### src/rtl/trace_pkg.sv
//------------------------------------------------------------------------------
// trace_pkg : shared types and constant helpers for the trace checker
// Revision  : 1.0
//------------------------------------------------------------------------------
`default_nettype none

package trace_pkg;

  typedef enum logic [1:0] {
    S_IDLE  = 2'd0,
    S_WAIT  = 2'd1,
    S_CHECK = 2'd2,
    S_DONE  = 2'd3
  } state_e;

  // Bit width for a counter/index over v values, never less than 1.
  function automatic int clog2_min1(input int v);
    return (v <= 2) ? 1 : $clog2(v);
  endfunction

  // Lowest bit of channel c in a packed vector of w-bit channels.
  function automatic int chan_lsb(input int c, input int w);
    return c * w;
  endfunction

endpackage

`default_nettype wire

### src/rtl/trace_table.sv
//------------------------------------------------------------------------------
// trace_table : expected-vector store, synchronous write, asynchronous read
// Revision    : 1.0
//------------------------------------------------------------------------------
`default_nettype none

module trace_table
  import trace_pkg::*;
#(
  parameter int DEPTH  = 32,
  parameter int ADDR_W = $clog2(DEPTH),
  parameter int WIDTH  = 18
) (
  input  logic              clk_i,
  input  logic              we_i,
  input  logic [ADDR_W-1:0] waddr_i,
  input  logic [WIDTH-1:0]  wdata_i,
  input  logic [ADDR_W-1:0] raddr_i,
  output logic [WIDTH-1:0]  rdata_o
);

  logic [WIDTH-1:0] mem_q [DEPTH];

  always_ff @(posedge clk_i) begin
    if (we_i) mem_q[waddr_i] <= wdata_i;
  end

  assign rdata_o = mem_q[raddr_i];

endmodule

`default_nettype wire

### config.mk
export PLATFORM = sky130hd
export DESIGN_NAME = trace_table
export DESIGN_NICKNAME = d
export VERILOG_FILES = /design/src/rtl/trace_pkg.sv /design/src/rtl/trace_table.sv
export SDC_FILE = /design/constraint.sdc
export NUM_CORES = 1
export LEC_CHECK = 0
export CAP_MARGIN = 10
export CORE_MARGIN = 2
export CORE_UTILIZATION = 27
export CTS_CLUSTER_DIAMETER = 150
export DETAILED_ROUTE_END_ITERATION = 10
export HOLD_SLACK_MARGIN = 0.03
export PLACE_DENSITY_LB_ADDON = 0.08
export SKIP_LAST_GASP = 1
export SYNTH_ARGS = -nofsm -noshare
export SYNTH_HDL_FRONTEND = slang
export SYNTH_SLANG_ARGS = --single-unit
### constraint.sdc
create_clock -name clk_i -period 4.1 [get_ports clk_i]
set_clock_uncertainty 0.15 [all_clocks]
set_input_delay 0.82 -clock clk_i [delete_from_list [all_inputs] [get_ports clk_i]]
set_output_delay 0.82 -clock clk_i [all_outputs]
set_load 0.02 [all_outputs]
==> metrics, run 1 <==
pre-CTS setup slack -0.368 ns; Power Dens Cells 473 nW/um^2; CTS tree done; met1 wire length 29000 um; Syn Inst Count 1260; Die Height 294 um; number of fill cells in the layout 7953; most common cell after layout, fill and taps aside edfxtp_1; Hold-fix buffers, CTS 0; kind of critical path input port to output port; Top reg by flops mem_q; initial drt markers roughly 600; Tmin final around 4.1 ns; Largest register FFs about 580; met3 WL post-DR 1870 um; CP Max Fanout 15; P_sw 2.88 mW; DR WL/cell 24.0 um; most frequent cells in the layout 576 x edfxtp_1, 288 x mux2i_1, 131 x buf_4; routed wire length 62400 um; number of synthesis warnings 0; sw frac 0.219; post-synth top area share 0.762; largest net degree at the start of global routing 37; clock-pin slew on the worst setup and hold paths 0.06 ns; DR vias between 10000 and 15000; synth unique cells 27; Worst Setup SP raddr_i[3]; total CTS buffers 70; Seq cells post-synth 576; Root Driver clkbuf_16; share of cells above drive strength 1 0.203; Hold Crit Depth 2; area leader, netlist edfxtp_1; highest metal used met5; number of port buffers 47; Post-Syn Area 22700 um^2; met2 WL post-DR 30000 um; combinational share of power 0.066; H-Tree Depth 3; HPWL Detailed 39100 um; number of global-route vias before repair 12498; leakage about 9.7 nW; initial antenna violation count 2; Internal 10.3 mW; status complete, no violations; first-pass GRT wire length slightly above 90000 um; RSZ-0062 raised after global routing false; DR vias/cell 4.58; Area contributors post-synth edfxtp_1 76%, mux2i_1 13%, a22oi_1 2.4%; crit path DAT about 3.1 ns; first-pass detailed-route iteration total 4; Max-cap violations 0; Cell Rows 106; power share of the clock group 0.436; GR Overflow Total 0; # clock sinks approximately 580; final worst path period share 0.989; hold path start wdata_i[1]; VDD IR max 0.312 mV; Max Fclk 247 MHz; Primary FF master, synth edfxtp_1; DR DRC count 0; worst slew pin tran roughly 0.6 ns; Worst Path Required 3.13 ns; Hold Crit Endpoint mem_q[13][1]; Area Overhead vs Synth 22.8%; worst hold margin 0.923 ns; syn nets ~1300; Largest regs mem_q x576; Hold Crit Class input port to flop; sequential fraction of the synthesis area 0.762; global placement routability congestion just over 0.7; max-slew violation count 0; async set or reset register ratio after synthesis 0; chip width between 200 and 300 um; Post-DRT Antenna Nets 0; setup TNS 0 ns; Placeable Area between 80000 and 90000 um^2; Final setup viols 0; Reg power frac 0.498; # IOs 48; nets 1501; dpl cells 2478; sequential cell area roughly 17000 um^2; Initial Util 0.272; Post-synth EDFFs ~580; Startpoint Class input port; crit path capture type output port; slew margin rel. 0.603; Finished Layout Cells 2602; Clock Tree Buf Depth 3; worst setup margin 0.0434 ns; DIE AREA 86400 um^2; multi-input logic area 4990 um^2; Hold Fails Final Rpt 0; Avg Cell Area, Syn 18.0 um^2; Post CTS Setup Buffer Count 0; gr usage total 0.146
==> per-layer routing <==
| layer | global-route usage | vias to the layer above |
|---|---|---|
| met4 | 0.0467 | 4 |
| met5 | 0 | - |
| met3 | 0.0205 | 102 |
| met2 | 0.243 | 184 |
| met1 | 0.197 | 6136 |
| li1 | - | 5480 |
==> synthesized netlist by cell type (5+ instances only) <==
cell type / n
edfxtp_1: 576
mux2i_1: 288
a22oi_1: 72
nand3_1: 38
nand2_1: 37
a21oi_1: 36
a22o_1: 36
nor2_1: 33
buf_2: 28
buf_6: 22
a31oi_1: 18
nand4_1: 18
clkbuf_1: 11
nor3_2: 10
buf_4: 8
nor3_1: 8
nand3b_1: 5
==> worst max path at each step <==
stage	cells past startpoint	end	slack (ns)
floorplan	7	rdata_o[10]	1.20
global placement	9	rdata_o[4]	-0.35
detailed placement	9	rdata_o[4]	-0.37
CTS	9	rdata_o[4]	-0.18
global route	9	rdata_o[6]	0.0001
finish	9	rdata_o[16]	0.04
==> cells by family (layout without fill, tap and decap cells) <==
| kind of cell | after synthesis | count (layout) | synth area share |
|---|---|---|---|
| DFF | 576 | 576 | 0.762 |
| muxes | 288 | 288 | 0.127 |
| AOI/OAI and AO/OA | 162 | 162 | 0.0506 |
| and+or+nand+nor | 160 | 161 | 0.0361 |
| buffers and inverters | 74 | 334 | 0.0239 |
| other | 0 | 1 | 0 |
==> critical path: stages <==
cell	delay [ns]
clkdlybuf4s50_1	0.59
or2_2	0.43
buf_12	0.18
nor3_1	0.21
buf_4	0.16
a31oi_2	0.05
buf_4	0.16
nand3_1	0.13
clkdlybuf4s15_1	0.33
==> stage by stage <==
stage          total power [mW]  utilization  instance area [um^2]
6_report                   13.2        0.334                 27900
4_1_cts                    13.4        0.334                 27900
5_1_grt                    13.6        0.334                 27900
3_5_place_dp               7.59        0.308                 25700
2_1_floorplan              7.10            -                 22700
3_3_place_gp               7.59        0.308                 25700
==> power by group through the flow <==
stage          registers, mW  logic, mW  clock network (mW)
2_1_floorplan           6.69      0.407                   0
3_3_place_gp            6.69      0.902                   0
3_5_place_dp            6.69      0.902                   0
4_1_cts                 6.57      0.893                5.92
5_1_grt                 6.57      0.931                6.14
6_report                6.57      0.863                5.75
==> area by class of cell <==
cell class | instances | share of cell area
clock buffers | 89 | 0.0685
flip-flops and latches | 576 | 0.621
repair buffers | 212 | 0.0756
diodes | 1 | 0.0000898
well taps | 1080 | 0.0485
clock inverters | 33 | 0.00754
multi-input cells | 611 | 0.179
==> repair_timing <==
action	4_1_cts	5_1_grt
resized for setup	25	4
cloned	1	0
setup endpoints to repair	18	3
pin swaps	1	0
(Power assumes the default switching activity.)
==> run 2, diff against run 1 <==
Settings changed: ABC_CLOCK_PERIOD_IN_PS from default to 4100, HOLD_SLACK_MARGIN 0.03 to default.
==> results of run 2 <==
Same layout as run 1: the final DEF is identical, and so are final timing and power.
==> run 3, diff against run 2 <==
--- a/constraint.sdc
+++ b/constraint.sdc
@@ -3,3 +3,3 @@
 set_input_delay 0.82 -clock clk_i [delete_from_list [all_inputs] [get_ports clk_i]]
 set_output_delay 0.82 -clock clk_i [all_outputs]
-set_load 0.02 [all_outputs]
+set_load 0.005 [all_outputs]
==> metrics, run 3 (synthesis results as in run 1) <==
status complete, no violations; Internal 10.5 mW (+1.9%); multi-input logic area 5010 um^2 (+0.45%); slew margin rel. 0.482 (-0.120); sequential cell area 17300 um^2 (unchanged); Critical-path top delay cell clkdlybuf4s50_1; Hold-fix buffers, CTS 0 (unchanged); # clock sinks 576 (unchanged); Area Overhead vs Synth 22.8% (about the same); Initial Util 0.272 (unchanged); leakage 9.68 nW (-0.53%); Largest regs mem_q x576; Hold Crit Depth 1 (-1); total power draw 13.4 mW (+1.6%); clock-pin slew on the worst setup and hold paths 0.05 ns (about the same); share of cells above drive strength 1 0.196 (-0.00687); Diodes inserted 0 (-1); chip width 294 um (unchanged); largest net degree at the start of global routing 35 (-5.4%); Hold Crit Class input port to flop; Worst Path Required 3.13 ns (about the same); Largest register FFs 576 (unchanged); initial antenna violation count 1 (-1); DR vias 11911 (+0.042%); Max Fclk 249 MHz (+0.87%); Reg power frac 0.491 (-0.007); power share of the clock group 0.446 (+0.010); Hold Fails Final Rpt 0 (unchanged); Startpoint Class input port; Root Driver clkbuf_16; GR Overflow Total 0 (unchanged); most frequent cells in the layout 576 x edfxtp_1, 288 x mux2i_1, 112 x buf_4; worst slew pin tran 0.774 ns (+0.180 ns); global placement routability congestion 0.707 (-1.5%); Worst path max stage delay 0.54 ns (-0.05 ns); max-slew violation count 0 (unchanged); final worst path period share 0.981 (-0.00851); HPWL Detailed 38700 um (-1.0%); crit path DAT 3.05 ns (-0.04 ns); DR DRC count 0 (unchanged); Die Height 294 um (unchanged); RSZ-0062 raised after global routing false; number of port buffers 47 (unchanged); DR WL/cell 24.5 um (+2.3%); Clock Tree Buf Depth 3 (unchanged); routed wire length 63500 um (+1.7%); CP cell instances clkdlybuf4s50_1 > or2_2 > buf_12 > nor3_2 > buf_4 > a31oi_1 > buf_4 > nand3_1 > clkdlybuf4s50_1; Top reg by flops mem_q; CP Max Fanout 15 (unchanged); worst hold margin 0.711 ns (-0.212 ns); DR vias/cell 4.60 (+0.58%); nets 1482 (-1.3%); number of global-route vias before repair 12393 (-0.84%); combinational share of power 0.063 (-0.003); H-Tree Depth 3 (unchanged); crit path capture type output port; most common cell after layout, fill and taps aside edfxtp_1; first-pass detailed-route iteration total 4 (unchanged); DIE AREA 86400 um^2 (unchanged); CTS tree done; Max-cap violations 0 (unchanged); Tmin final 4.02 ns (-0.0349 ns); Power Dens Cells 481 nW/um^2 (+1.6%); first-pass GRT wire length 91200 um (+0.46%); total CTS buffers 71 (+1.4%); # IOs 48 (unchanged); gr usage total 0.148 (+0.00147); initial drt markers 695 (+14%); Post-DRT Antenna Nets 0 (unchanged); Cell Rows 106 (unchanged); sw frac 0.217 (-0.00216); Final setup viols 0 (unchanged); P_sw 2.90 mW (+0.59%); number of fill cells in the layout 7931 (-0.28%); Placeable Area 83400 um^2 (unchanged); VDD IR max 0.261 mV (-16%); kind of critical path input port to output port
[run 3: cell types whose count changed in the layout (fill, tap and decap cells not counted), sizes merged]
cell,delta
clkbuf,+5
dlygate4sd2,-13
bufbuf,+1
diode,-1
clkdlybuf4s15,-1
dlymetal6s2s,+1
bufinv,+2
inv,+1
clkdlybuf4s50,+13
clkinv,-2
and2,-1
buf,-19
[run 3: final timing paths]
| path | startpoint | to | slack (ns) |
|---|---|---|---|
| setup / recovery | raddr_i[4] | rdata_o[11] | 0.08 |
| hold / removal | wdata_i[13] | mem_q[29][13] | 0.71 |
[run 3: worst max-delay path: cells and delay by family]
kind | cells | cell delay, ns
simple gates | 3 | 0.67
compound gates | 1 | 0.06
buf+inv | 5 | 1.48
[run 3: metal layers]
| layer | global-route usage | wire length [um] |
|---|---|---|
| met5 | 0 | 11 |
| met1 | 0.198 | 29200 |
| met4 | 0.0409 | 1520 |
| met3 | 0.0258 | 2010 |
| met2 | 0.246 | 30700 |
[run 3: final cells by class]
type / instances / share of cell area
Sequential cell: 576 / 0.621
Multi-Input combinational cell: 610 / 0.180
Timing Repair Buffer: 193 / 0.0714
Clock buffer: 95 / 0.0701
Tap cell: 1080 / 0.0485
Clock inverter: 34 / 0.00934
[run 3: timing repair]
| item | 4_1_cts | 5_1_grt |
|---|---|---|
| pin swaps | 2 | 0 |
| gates cloned | 1 | 0 |
| resized for setup | 17 | 4 |
| buffers inserted | 5 | 0 |
| endpoints found under the setup margin | 18 | 9 |
[run 3: per-stage QoR]
| stage | setup TNS (ns) | instance area, um^2 | util | setup WS, ns | instances |
|---|---|---|---|---|---|
| after detailed placement | -2.97 | 25500 | 0.306 | -0.416 | 2453 |
| after global placement | -2.79 | 25500 | 0.306 | -0.379 | 2453 |
| after global routing | 0 | 27900 | 0.334 | 0.00910 | 2588 |
| after floorplan | 0 | 22700 | - | 1.30 | 1260 |
| final | 0 | 27900 | 0.334 | 0.0782 | 2588 |
| after CTS | -0.0264 | 27800 | 0.334 | -0.0264 | 2588 |
[run 3: power groups by stage]
stage	Clock [mW]	Sequential, mW	Combinational (mW)
global route	6.37	6.57	0.914
detailed placement	0	6.69	0.856
CTS	6.16	6.57	0.877
finish	5.97	6.57	0.847
global placement	0	6.69	0.855
floorplan	0	6.69	0.380
